`config.mk`:
```
export PLATFORM = sky130hd
export DESIGN_NAME = sm3_compress
export DESIGN_NICKNAME = d
export VERILOG_FILES = /design/src/rtl/sm3_compress.sv
export SDC_FILE = /design/constraint.sdc
export NUM_CORES = 2
export LEC_CHECK = 0
export CAP_MARGIN = 40
export CORE_MARGIN = 2
export CORE_UTILIZATION = 40
export CTS_BUF_LIST = sky130_fd_sc_hd__clkbuf_16
export CTS_CLUSTER_SIZE = 40
export DETAILED_ROUTE_END_ITERATION = 12
export GPL_ROUTABILITY_DRIVEN = 0
export REMOVE_ABC_BUFFERS = 1
export SLEW_MARGIN = 10
export SYNTH_ARGS = -nofsm -noshare
export SYNTH_HDL_FRONTEND = slang
export SYNTH_SLANG_ARGS = --single-unit
```
`constraint.sdc`:
```
create_clock -name clk -period 35.7 [get_ports clk]
set_input_delay 7.14 -clock clk [delete_from_list [all_inputs] [get_ports clk]]
set_output_delay 7.14 -clock clk [all_outputs]
set_load 0.005 [all_outputs]
```
`src/rtl/sm3_compress.sv`:
```
// sm3_compress: iterative SM3 compression engine, one round per clock.
//
// Accepts one padded 512-bit block and runs ROUNDS compression rounds on it.
// The 16-word message schedule is expanded on the fly in a sliding window.
// The chained 256-bit digest is then presented at the output.
//
// Ports:
//   clk, rst              clock; asynchronous active-high reset
//   in_valid / in_ready   block handshake; in_ready is high only in IDLE
//   in_block [511:0]      W0 in bits 511:480 ... W15 in bits 31:0
//   in_first              1 = chain from IV, 0 = chain from the digest register
//   out_valid / out_ready digest handshake; out_valid is high only in DONE
//   out_digest [255:0]    A in bits 255:224 ... H in bits 31:0
//   busy                  high while rounds are running
//   dbg_round/dbg_ss1/dbg_ss2   round index and SS1/SS2 of the current round;
//                               present only when SM3_ROUND_TRACE_EN is defined
//
// States:
//   state | meaning
//   IDLE  | waiting for a block, in_ready=1
//   RUN   | executing rounds j=0..ROUNDS-1
//   DONE  | digest held, out_valid=1
module sm3_compress #(
   parameter int ROUNDS = 64
) (
   input  logic         clk,
   input  logic         rst,
   input  logic         in_valid,
   output logic         in_ready,
   input  logic [511:0] in_block,
   input  logic         in_first,
   output logic         out_valid,
   input  logic         out_ready,
   output logic [255:0] out_digest,
   output logic         busy
`ifdef SM3_ROUND_TRACE_EN
   ,
   output logic [5:0]   dbg_round,
   output logic [31:0]  dbg_ss1,
   output logic [31:0]  dbg_ss2
`endif
);

   localparam logic [255:0] IV = 256'h7380166f_4914b2b9_172442d7_da8a0600_a96f30bc_163138aa_e38dee4d_b0fb0e4e;
   localparam logic [5:0]   LAST = 6'(ROUNDS - 1);

   typedef enum logic [1:0] {IDLE, RUN, DONE} state_t;

   state_t        state, state_nxt;
   logic [31:0]   a, b, c, d, e, f, g, h;
   logic [31:0]   w [16];
   logic [5:0]    j;
   logic [255:0]  digest;
   logic [255:0]  v_load;

   logic [31:0]   a12, tj, ss1, ss2, ff, gg, tt1, tt2, w_new;

   function automatic logic [31:0] rotl(input logic [31:0] x, input logic [4:0] n);
      logic [63:0] t;
      t = {x, x} << n;
      return t[63:32];
   endfunction

   function automatic logic [31:0] p0(input logic [31:0] x);
      return x ^ rotl(x, 5'd9) ^ rotl(x, 5'd17);
   endfunction

   function automatic logic [31:0] p1(input logic [31:0] x);
      return x ^ rotl(x, 5'd15) ^ rotl(x, 5'd23);
   endfunction

   always_ff @(posedge clk or posedge rst) begin
      if (rst) state <= IDLE;
      else     state <= state_nxt;
   end

   always_comb begin
      state_nxt = state;
      case (state)
         IDLE:    if (in_valid)    state_nxt = RUN;
         RUN:     if (j == LAST)   state_nxt = DONE;
         DONE:    if (out_ready)   state_nxt = IDLE;
         default:                  state_nxt = IDLE;
      endcase
   end

   assign in_ready   = (state == IDLE);
   assign out_valid  = (state == DONE);
   assign busy       = (state == RUN);
   assign out_digest = digest;
   assign v_load     = in_first ? IV : digest;

   always_comb begin
      a12 = rotl(a, 5'd12);
      tj  = (j < 6'd16) ? 32'h79cc4519 : 32'h7a879d8a;
      ss1 = rotl(a12 + e + rotl(tj, j[4:0]), 5'd7);
      ss2 = ss1 ^ a12;
      if (j < 6'd16) begin
         ff = a ^ b ^ c;
         gg = e ^ f ^ g;
      end else begin
         ff = (a & b) | (a & c) | (b & c);
         gg = (e & f) | (~e & g);
      end
      tt1   = ff + d + ss2 + (w[0] ^ w[4]);
      tt2   = gg + h + ss1 + w[0];
      w_new = p1(w[0] ^ w[7] ^ rotl(w[13], 5'd15)) ^ rotl(w[3], 5'd7) ^ w[10];
   end

   // The digest register takes V on accept, so the final XOR needs no separate
   // copy of V; with in_first=0 it simply keeps its chained value.
   always_ff @(posedge clk or posedge rst) begin
      if (rst) begin
         {a, b, c, d, e, f, g, h} <= '0;
         for (int i = 0; i < 16; i++) w[i] <= '0;
         j      <= '0;
         digest <= IV;
      end else begin
         case (state)
            IDLE: if (in_valid) begin
               {a, b, c, d, e, f, g, h} <= v_load;
               digest <= v_load;
               for (int i = 0; i < 16; i++) w[i] <= in_block[511 - 32*i -: 32];
               j <= '0;
            end
            RUN: begin
               a <= tt1;
               b <= a;
               c <= rotl(b, 5'd9);
               d <= c;
               e <= p0(tt2);
               f <= e;
               g <= rotl(f, 5'd19);
               h <= g;
               for (int i = 0; i < 15; i++) w[i] <= w[i+1];
               w[15] <= w_new;
               if (j == LAST) begin
                  j      <= '0;
                  digest <= digest ^ {tt1, a, rotl(b, 5'd9), c, p0(tt2), e, rotl(f, 5'd19), g};
               end else begin
                  j <= j + 6'd1;
               end
            end
            default: ;
         endcase
      end
   end

`ifdef SM3_ROUND_TRACE_EN
   assign dbg_round = busy ? j   : 6'd0;
   assign dbg_ss1   = busy ? ss1 : 32'd0;
   assign dbg_ss2   = busy ? ss2 : 32'd0;
`endif

endmodule

```
==> metrics.md <==
| Metric | Value |
|---|---|
| Hold Fails Final Rpt | `0` |
| Share of cells above drive strength 1 | `0.05548` |
| DRT iter0 DRCs | `5942` |
| Synthesized area | `0.06211 mm^2` |
| Initial Utilization | `0.4032` |
| CP arrival | `approximately 12 ns` |
| Routed WL per cell | `25.90 um` |
| Peak Freq | `slightly below 90 MHz` |
| Root Buffer | `clkbuf_16` |
| Min Tclk post-route | `11.41 ns` |
| R2R Path End | `out_digest[122]` |
| Main synth FF type | `dfrtp_1` |
| Post-synth EDFFs | `0` |
| H-tree levels | `3` |
| Clock transition at the registers of the reported paths | `0.06 ns` |
| Yosys warnings | `0` |
| Max clock buf depth | `3` |
| Pin count of the biggest net entering global routing | `249` |
| Ys async rst share | `1.000` |
| I/O Pins | `approximately 780` |
| Crit-path slowest cell | `buf_4` |
| Routed Antenna Nets | `0` |
| Clock Sinks | `1032` |
| Resized cells post-CTS | `0` |
| Die area | `around 0.16 mm^2` |
| Post-DP Area | `0.07197 mm^2` |
| Worst EP required | `36.36 ns` |
| Max-capacitance violation count | `0` |
| # fillers | `14628` |
| # rows | `144` |
| Overall Global Routing Usage | `0.3189` |
| Pre-Repair DR Iteration Count | `8` |
| Detailed Place HPWL | `approximately 190 mm` |
| Worst Clk Skew | `between 0.06 and 0.07 ns` |
| HP Class | `reg -> reg` |
| Final Max Slew Viols | `0` |
| Via count | `58034` |
| DRC viols | `0` |
| Layout Area Growth over Synthesis | `21.95%` |
| First-pass GRT wire length | `approximately 370 mm` |
| Slowest stage delay, CP | `0.60 ns` |
| Min Hold Slack | `0.4740 ns` |
| Total CTS buffers | `roughly 120` |
| WL final | `259.2 mm` |
| Maximum fanout along the worst path | `41` |
| Seq/Total Area, Yosys | `0.4182` |
| Placed instance count | `9776` |
| Core footprint | `0.1540 mm^2` |
| Initial antenna violation count | `33` |
| Tcrit/Tclk final | `0.3195` |
| Hold Crit Depth | `2` |
| CP Capture Type | `flip-flop` |
| Mean number of vias per cell | `slightly below 6` |
| IO Port Bufs | `between 700 and 800` |
| Vias in the first global route | `54157` |
| FF-to-FF path depth | `38` |
| CTS tree | `yes` |
| Cells after Synth | `7372` |
| Critical Path Start Type | `flip-flop` |
| Final setup violation count | `0` |
| Slew margin rel. | `0.1145` |
| Design area | `0.07574 mm^2` |
| Worst slew pin tran | `between 1 and 1.5 ns` |
| Finished Layout Cells | `10008` |
| Grt total ovfl | `0` |
| Critical path class | `reg -> reg` |
| Die W | `between 300 and 400 um` |
| Nets@finish | `8657` |
| Die height | `398.0 um` |
| RSZ-0062 raised after global routing | `false` |
| Status | `finished clean` |
| R2R Path Start | `j[4]` |
| Synth Area per Inst | `8.425 um^2` |
| Netlist cell types | `79` |
| Clk_lat worst skew | `0.79 ns` |
| # Post-CTS Setup Buffers | `0` |
| Worst reg-to-reg setup slack | `about 24 ns` |
| Post-CTS Hold Fix Bufs | `0` |
| Hold endpoint | `out_digest[112]` |
| Hold Startpoint | `out_digest[112]` |
| Yosys reg bits | `1032` |
## worst max-delay path, delay by kind of cell (launching register included)
family	cells	cell delay (ns)
AO/OA/AOI/OAI	17	3.75
adder cells (fa/ha/maj)	7	2.85
buffers and inverters	6	1.74
XOR/XNOR	3	1.31
multiplexers	2	0.67
AND/OR/NAND/NOR	3	0.59
flip-flops	1	0.32
## stage by stage
step	setup WS, ns	util	TNS [ns]
global route	23.86	0.4916	0
floorplan	-8.339	-	-1629.16
finish	24.29	0.4917	0
global placement	24.17	0.4627	0
detailed placement	24.21	0.4672	0
CTS	24.49	0.4914	0
## flip-flops by register name (all words and copies together), names as in the netlist
register / cells
a: 32
b: 32
c: 32
d: 32
e: 32
f: 32
g: 32
h: 32
j: 6
out_digest: 256
state: 2
w: 512
## routing by layer
| metal | global-route usage | vias up | share of wire |
|---|---|---|---|
| li1 | - | 26151 | - |
| met1 | 0.4170 | 28617 | 0.40 |
| met2 | 0.4953 | 2684 | 0.46 |
| met3 | 0.06316 | 556 | 0.082 |
| met4 | 0.1767 | 26 | 0.061 |
| met5 | 0 | - | 0.00059 |
## synthesized netlist by cell type (35+ instances only)
master    number  area (um^2)
a31oi_1      561         3510
o211ai_1      35        262.8
nor3_1        80        400.4
buf_1         68        255.2
a21oi_1      433         2167
dfstp_2      119         3127
nor2_1       944         3543
nand2_1     1424         5345
a21o_1        40        300.3
o22ai_1      130        813.3
clkbuf_1     457         1715
dfrtp_1      913        22850
fa_1         188         3764
xnor2_1      257         2251
inv_1        264        991.0
o21ai_0      499         2497
and3_1        78        488.0
ha_1          99         1239
nand3_1      129        645.6
xor2_1       150         1314
mux2i_1      164         1642
## cells by family after synthesis
group                    count (synthesis)  share of synthesized area
AND/OR/NAND/NOR                       2744                     0.1772
AO/OA/AOI/OAI                         1914                     0.1833
flip-flops                            1032                     0.4182
buffers and inverters                  798                    0.04831
XOR/XNOR                               428                    0.06505
adder cells (fa/ha/maj)                287                    0.08054
multiplexers                           169                    0.02734
## how the worst max path moves through the flow
stage	from	end	slack, ns	cells past startpoint
after CTS	j[4]	out_digest[122]	24.49	38
after detailed placement	in_valid	w[174]	24.21	10
after global placement	in_valid	w[358]	24.17	9
after floorplan	state[1]	busy	-8.34	3
after global routing	j[4]	out_digest[122]	23.86	38
final	j[4]	out_digest[122]	24.29	38
## cell usage in the layout (no fill, tap or decap), types with 10 or more instances in the layout
| cell | synthesis | routed |
|---|---|---|
| nand2_1 | 1424 | 1420 |
| nor2_1 | 944 | 938 |
| dfrtp_1 | 913 | 912 |
| clkdlybuf4s50_1 | 0 | 773 |
| a31oi_1 | 561 | 561 |
| o21ai_0 | 499 | 498 |
| a21oi_1 | 433 | 432 |
| inv_1 | 264 | 292 |
| xnor2_1 | 257 | 257 |
| fa_1 | 188 | 188 |
| mux2i_1 | 164 | 164 |
| xor2_1 | 150 | 150 |
| o22ai_1 | 130 | 130 |
| nand3_1 | 129 | 128 |
| clkbuf_16 | 0 | 119 |
| dfstp_2 | 119 | 119 |
| ha_1 | 99 | 99 |
| buf_4 | 0 | 80 |
| nor3_1 | 80 | 79 |
| and3_1 | 78 | 78 |
| a21o_1 | 40 | 40 |
| o211ai_1 | 35 | 35 |
| o22a_1 | 31 | 31 |
| clkinv_1 | 5 | 30 |
| or3_1 | 26 | 26 |
| a22oi_1 | 25 | 25 |
| o31ai_1 | 24 | 24 |
| buf_16 | 0 | 20 |
| xnor3_1 | 19 | 19 |
| o21bai_1 | 19 | 19 |
| a211oi_1 | 18 | 18 |
| clkinv_2 | 0 | 17 |
| diode_2 | 0 | 15 |
| nand2b_1 | 14 | 14 |
| a211o_1 | 14 | 14 |
| buf_12 | 0 | 13 |
| o21a_1 | 12 | 12 |
| a311oi_1 | 10 | 10 |
| and2_1 | 10 | 10 |
## cell type report
| type | count | area, um^2 | area share |
|---|---|---|---|
| diodes | 15 | 37.54 | 0.0004956 |
| clock buffers | 119 | 2978 | 0.03932 |
| clock inverters | 97 | 748.2 | 0.009879 |
| inverters | 269 | 1027 | 0.01356 |
| multi-input cells | 5542 | 33240 | 0.4389 |
| flip-flops and latches | 1032 | 25970 | 0.3429 |
| well taps | 2044 | 2557 | 0.03377 |
| repair buffers | 890 | 9179 | 0.1212 |
Power is left out: the tool's default activity adds up to more than one toggle a clock period on the data nets, which glitch-free logic cannot reach.
